<file path="src/rtl/wave_shaper.sv">
// Two-stage waveform shaper: stage 1 folds the phase address into a raw sample,
// stage 2 scales it by an ADSR-style (attack/sustain/release) envelope register.
module wave_shaper #(
  parameter logic [15:0] ENV_MAX = 16'hFFFF
) (
  input  logic        i_clk5MHz,
  input  logic        i_rst_n,
  input  logic [15:0] i_16bit_addr,
  input  logic [1:0]  i_wave_sel,
  input  logic [15:0] i_pulse_width,
  input  logic        i_gate,
  input  logic [15:0] i_attack_step,
  input  logic [15:0] i_release_step,
  output logic [15:0] o_sample,
  output logic        o_valid,
  output logic [15:0] o_env,
  output logic [1:0]  o_env_state
);

  typedef enum logic [1:0] {
    ST_IDLE    = 2'b00,
    ST_ATTACK  = 2'b01,
    ST_SUSTAIN = 2'b10,
    ST_RELEASE = 2'b11
  } env_state_t;

  localparam int VALID_DEPTH = 2;

  env_state_t               r_state;
  logic [15:0]              r_env;
  logic [15:0]              r_raw;
  logic [15:0]              r_sample;
  logic [VALID_DEPTH-1:0]   r_valid_pipe;

  logic [15:0]        w_tri_fold;
  logic [15:0]        w_raw_next;
  logic [16:0]        w_attack_sum;
  logic               w_attack_done;
  logic               w_release_done;
  logic [15:0]        w_release_diff;
  logic signed [32:0] w_raw_ext;
  logic signed [32:0] w_env_ext;
  logic signed [32:0] w_product;

  // Triangle: double the low 15 bits, mirror the second half of the period.
  assign w_tri_fold = i_16bit_addr[15] ? ~{i_16bit_addr[14:0], 1'b0}
                                       :  {i_16bit_addr[14:0], 1'b0};

  always_comb begin
    w_raw_next = 16'h0000;
    case (i_wave_sel)
      2'b00:   w_raw_next = i_16bit_addr ^ 16'h8000;
      2'b01:   w_raw_next = (i_16bit_addr < i_pulse_width) ? 16'h7FFF : 16'h8000;
      2'b10:   w_raw_next = w_tri_fold ^ 16'h8000;
      default: w_raw_next = 16'h0000;
    endcase
  end

  assign w_attack_sum   = {1'b0, r_env} + {1'b0, i_attack_step};
  assign w_attack_done  = (i_attack_step == 16'd0) || (w_attack_sum >= {1'b0, ENV_MAX});
  assign w_release_done = (i_release_step == 16'd0) || (r_env <= i_release_step);
  assign w_release_diff = r_env - i_release_step;

  // Gate changes are checked before level-reached transitions in every state.
  always_ff @(posedge i_clk5MHz) begin
    if (!i_rst_n) begin
      r_state <= ST_IDLE;
      r_env   <= 16'd0;
    end else begin
      case (r_state)
        ST_IDLE: begin
          r_env <= 16'd0;
          if (i_gate) r_state <= ST_ATTACK;
        end
        ST_ATTACK: begin
          if (!i_gate) begin
            r_state <= ST_RELEASE;
          end else if (w_attack_done) begin
            r_env   <= ENV_MAX;
            r_state <= ST_SUSTAIN;
          end else begin
            r_env <= w_attack_sum[15:0];
          end
        end
        ST_SUSTAIN: begin
          r_env <= ENV_MAX;
          if (!i_gate) r_state <= ST_RELEASE;
        end
        ST_RELEASE: begin
          if (i_gate) begin
            r_state <= ST_ATTACK;
          end else if (w_release_done) begin
            r_env   <= 16'd0;
            r_state <= ST_IDLE;
          end else begin
            r_env <= w_release_diff;
          end
        end
        default: begin
          r_env   <= 16'd0;
          r_state <= ST_IDLE;
        end
      endcase
    end
  end

  // Signed raw times unsigned envelope; the upper half is the scaled sample.
  assign w_raw_ext = {{17{r_raw[15]}}, r_raw};
  assign w_env_ext = {17'd0, r_env};
  assign w_product = w_raw_ext * w_env_ext;

  always_ff @(posedge i_clk5MHz) begin
    if (!i_rst_n) begin
      r_raw    <= 16'h0000;
      r_sample <= 16'h0000;
    end else begin
      r_raw    <= w_raw_next;
      r_sample <= 16'(w_product >>> 16);
    end
  end

  generate
    for (genvar gi = 0; gi < VALID_DEPTH; gi++) begin : g_valid
      if (gi == 0) begin : g_first
        always_ff @(posedge i_clk5MHz) begin
          if (!i_rst_n) r_valid_pipe[gi] <= 1'b0;
          else          r_valid_pipe[gi] <= 1'b1;
        end
      end else begin : g_next
        always_ff @(posedge i_clk5MHz) begin
          if (!i_rst_n) r_valid_pipe[gi] <= 1'b0;
          else          r_valid_pipe[gi] <= r_valid_pipe[gi-1];
        end
      end
    end
  endgenerate

  assign o_sample    = r_sample;
  assign o_valid     = r_valid_pipe[VALID_DEPTH-1];
  assign o_env       = r_env;
  assign o_env_state = r_state;

endmodule

</file>
<file path="config.mk">
export PLATFORM = sky130hd
export DESIGN_NAME = wave_shaper
export DESIGN_NICKNAME = d
export VERILOG_FILES = /design/src/rtl/wave_shaper.sv
export SDC_FILE = /design/constraint.sdc
export NUM_CORES = 1
export LEC_CHECK = 0
export ABC_CLOCK_PERIOD_IN_PS = 17800
export BUFFER_PORTS_ARGS = -buffer_cell sky130_fd_sc_hd__clkbuf_2
export CAP_MARGIN = 20
export CORE_ASPECT_RATIO = 0.8
export CORE_UTILIZATION = 25
export CTS_BUF_LIST = sky130_fd_sc_hd__clkbuf_8 sky130_fd_sc_hd__clkbuf_16
export CTS_CLUSTER_SIZE = 14
export DETAILED_ROUTE_END_ITERATION = 10
export PLACE_DENSITY = 0.45
export SYNTH_ARGS = -nofsm -noshare
export SYNTH_HDL_FRONTEND = slang
export SYNTH_SLANG_ARGS = --single-unit
</file>
<file path="constraint.sdc">
create_clock -name i_clk5MHz -period 17.8 [get_ports i_clk5MHz]
set_clock_uncertainty 0.05 [all_clocks]
set_input_delay 0 -clock i_clk5MHz [delete_from_list [all_inputs] [get_ports i_clk5MHz]]
set_output_delay 0 -clock i_clk5MHz [all_outputs]
set_load 0.01 [all_outputs]
</file>
==> results.yml <==
sta:
  setup_viol: 0
  maxSlewViolCount: 0
  total_negative_slack_ns: 0
  tightestPinTransition_ns: 1.04
  fin_crit_sh: 0.401
  max_clock_freq_ghz: 0.140
  fin_crit_ns: 7.13
  finalHoldViolations: 0
  timing.hold.ws_ns: 0.0464
  slew_headroom: 0.308
  rsz0062_at_grt: "no"
routing:
  number_of_iterations_in_the_first_detailed_routing_pass: 5
  drcViolationCount: 0
  wl_per_cell_um: 16.9
  routed_wirelength_um: 36100
  ant_nets: 0
  first_iter_violations: 575
  vias_per_inst: 4.63
  route.vias.total: 9898
worst_setup_path:
  worst_r2r_endpoint: "o_sample[15]$_SDFF_PN0_"
  worstPathCellList: "nand2_1 -> fa_1 -> fa_1 -> fa_1 -> fa_1 -> inv_1 -> fa_1 -> inv_1 -> fa_1 -> inv_1 -> ha_1 -> a21o_1 -> a21o_1 -> a21o_1 -> a21o_1 -> o21ai_1 -> a211oi_1 -> a211o_1 -> nor4b_1 -> or4_1"
  cpMaxStageDelayCell: "dfxtp_1"
  required_time_of_the_critical_path_ns: 17.96
  worst_path_most_repeated_cell: "fa_1"
  setup.worst_path.class: "register to register"
  r2r_setup_slack_ns: 10.67
  arr_time_crit_path_ns: 7.29
  critPathMaxFanout: 20
  crit-reg2reg-launch: "o_env[9]$_SDFFE_PN0P_"
  crit_path_max_incr_delay_ns: 0.96
  worst_r2r_path_depth: 20
  timing.critical_path.from_type: "register"
  worst_setup_path_end_kind: "register"
outcome:
  run_status: "finished, final reports clean"
clock_tree:
  tritoncts.num_buffers: 5
  clockBufferDepth: 2
  cts_tree: "yes"
  postCtsSetupBuffers: 0
  post_cts_resized: 0
  cts_htree_levels: 2
  post_cts_hold_buffer_count: 0
  clkTransAtPathRegs_ns: 0.09
  clk_root_buffer_cell: "clkbuf_16"
  clkLatencyLatePin_ns: 0.34
  numClockSinks: 52
die:
  floorplan.io_pins: 104
  fp.dieArea_sq_um: 50500
  floorplan.initialDensity: 0.255
  core-area_sq_um: 48600
  dieHeight_um: 201
  num_rows: 72
  dieWidth_um: 251
synthesis:
  syn_area_per_cell_sq_um: 8.59
  synth_edf_count: 0
  synth-seq-cells: 52
  synthesis.instances: 1442
  syn-cell-area_sq_um: 12400
  synth.yosys.warnings: 0
  synth_cell_types: 59
  synth_top_flop_cell: "dfxtp_1"
  synth_fp_nets: 1872
  postSynth.asyncResetShare: 0
  seq_area_frac_synth: 0.0840
cells_and_area:
  final_layout_size_suffix_gt1_frac: 0.0855
  areaGrowthSynthToFinish_pct: 10.6
  final_common_cell: "inv_1"
  antenna_cells: 0
  nNetsFinal: 1937
  final.fill_count: 5291
  layout.cells.most_common_list: "274 x inv_1, 195 x fa_1, 166 x ha_1"
placement:
  numPortBuffers: 103
  hpwl_um: 29100
  routabilityCongestion: 0.830
global_routing:
  grt_overflow: 0
  grt_antenna_before_repair: 0
  track_usage: 0.150
  maximum_number_of_pins_on_one_net_before_global_route_repair: 35
  first_global_vias: 10462
  grt_pass1_wl_um: 58800
worst_hold_path:
  hold_path_startpoint: "i_rst_n"
  min_path_cells: 2
  min_path_type: "input port to register"
  worst_hold_path.endpoint: "r_valid_pipe[0]$_DFF_P_"
pwr:
  power_leakage_nw: 7.02
  cellPowerDensity_nw_per_um2: 68.0
  worst_ir_drop_vdd_mv: 0.0399
job:
  max-cap-violations: 0
registers in the layout, summed over array words and instances (netlist names):
name and cells:
o_sample 16, o_valid 1, o_env_state 2, r_valid_pipe 1, r_raw 16, o_env 16
routing by layer:
metal / vias up / track usage / share of wire
met5: - / 0 / 0
met4: 0 / 0.0322 / 0.014
met3: 30 / 0.0193 / 0.037
met2: 186 / 0.245 / 0.47
met1: 4957 / 0.209 / 0.48
li1: 4725 / - / -
where the power goes:
part           leakage (nW)  switching [W]  internal, W
Combinational          6.53       0.000367     0.000242
Clock                0.0719      0.0000591    0.0000538
Sequential            0.426      0.0000690     0.000140
Total                  7.02       0.000496     0.000436
cells by family after synthesis:
| family | Yosys count | synth area share |
|---|---|---|
| AOI/OAI and AO/OA | 212 | 0.119 |
| xor gates and xnor gates | 48 | 0.0339 |
| adders and majority gates | 361 | 0.483 |
| buffers and inverters | 331 | 0.101 |
| DFF | 52 | 0.0840 |
| muxes | 7 | 0.00576 |
| and+or+nand+nor | 431 | 0.174 |
cell usage after synthesis, types with 2 or more instances:
library cell | number | share of area
a2111oi_0 | 5 | 0.0035
a2111oi_4 | 2 | 0.0044
a211oi_1 | 2 | 0.0012
a21o_1 | 34 | 0.021
a21oi_1 | 49 | 0.020
a221oi_1 | 3 | 0.0021
a22o_1 | 2 | 0.0014
a22oi_1 | 2 | 0.0012
a311oi_1 | 2 | 0.0014
a311oi_2 | 2 | 0.0024
a31oi_1 | 9 | 0.0045
a41oi_1 | 2 | 0.0014
and2_1 | 115 | 0.058
and3_1 | 5 | 0.0025
and4_1 | 2 | 0.0014
clkbuf_1 | 53 | 0.016
dfxtp_1 | 52 | 0.084
fa_1 | 195 | 0.32
ha_1 | 166 | 0.17
inv_1 | 274 | 0.083
mux2i_1 | 6 | 0.0048
nand2_1 | 163 | 0.049
nand2b_1 | 16 | 0.0081
nand3_1 | 8 | 0.0032
nand4_1 | 9 | 0.0045
nor2_1 | 53 | 0.016
nor2b_1 | 2 | 0.0010
nor3_1 | 22 | 0.0089
nor3b_1 | 17 | 0.010
nor4_1 | 12 | 0.0061
nor4b_1 | 2 | 0.0014
o2111ai_1 | 2 | 0.0014
o211ai_1 | 7 | 0.0042
o21a_1 | 13 | 0.0079
o21ai_0 | 40 | 0.016
o21ai_1 | 2 | 0.00081
o21bai_1 | 6 | 0.0036
o31a_1 | 17 | 0.012
or3_1 | 3 | 0.0015
xnor2_1 | 37 | 0.026
xor2_1 | 11 | 0.0078
cell type report:
cell class | instances | area (sq um) | area share
clock buffer | 5 | 125 | 0.00913
clock inverter | 3 | 27.5 | 0.00201
inverter | 276 | 1040 | 0.0756
multi-input combinational | 1059 | 10100 | 0.737
sequential | 52 | 1040 | 0.0760
tap | 629 | 787 | 0.0574
timing repair buffer | 113 | 591 | 0.0431
metrics by stage:
| step | total power [W] | cells | cell area [sq um] | util | setup slack [ns] |
|---|---|---|---|---|---|
| final | 0.000932 | 2137 | 13700 | 0.282 | 10.67 |
| after global routing | 0.00104 | 2137 | 13700 | 0.282 | 10.24 |
| after CTS | 0.000948 | 2137 | 13700 | 0.282 | 10.65 |
| after detailed placement | 0.000823 | 2129 | 13600 | 0.279 | 10.66 |
| after global placement | 0.000822 | 2129 | 13600 | 0.279 | 10.71 |
| after floorplan | 0.000611 | 1442 | 12400 | - | 11.43 |
critical path, delay by kind of cell (launching register included):
kind                     cells  cell delay (ns)
AND/OR/NAND/NOR              3             0.79
AO/OA/AOI/OAI                7             1.76
adder cells (fa/ha/maj)      7             3.32
flip-flops                   1             0.96
buffers and inverters        3             0.14
worst max path at each step:
stage	start	to	slack, ns	cells after the start
2_1_floorplan	o_env[15]$_SDFFE_PN0P_	o_sample[15]$_SDFF_PN0_	11.43	21
6_report	o_env[9]$_SDFFE_PN0P_	o_sample[15]$_SDFF_PN0_	10.67	20
3_5_place_dp	o_env[14]$_SDFFE_PN0P_	o_sample[15]$_SDFF_PN0_	10.66	20
3_3_place_gp	o_env[14]$_SDFFE_PN0P_	o_sample[15]$_SDFF_PN0_	10.71	20
4_1_cts	o_env[14]$_SDFFE_PN0P_	o_sample[15]$_SDFF_PN0_	10.65	20
5_1_grt	o_env[14]$_SDFFE_PN0P_	o_sample[15]$_SDFF_PN0_	10.24	20
Power figures use the tool's default switching activity.
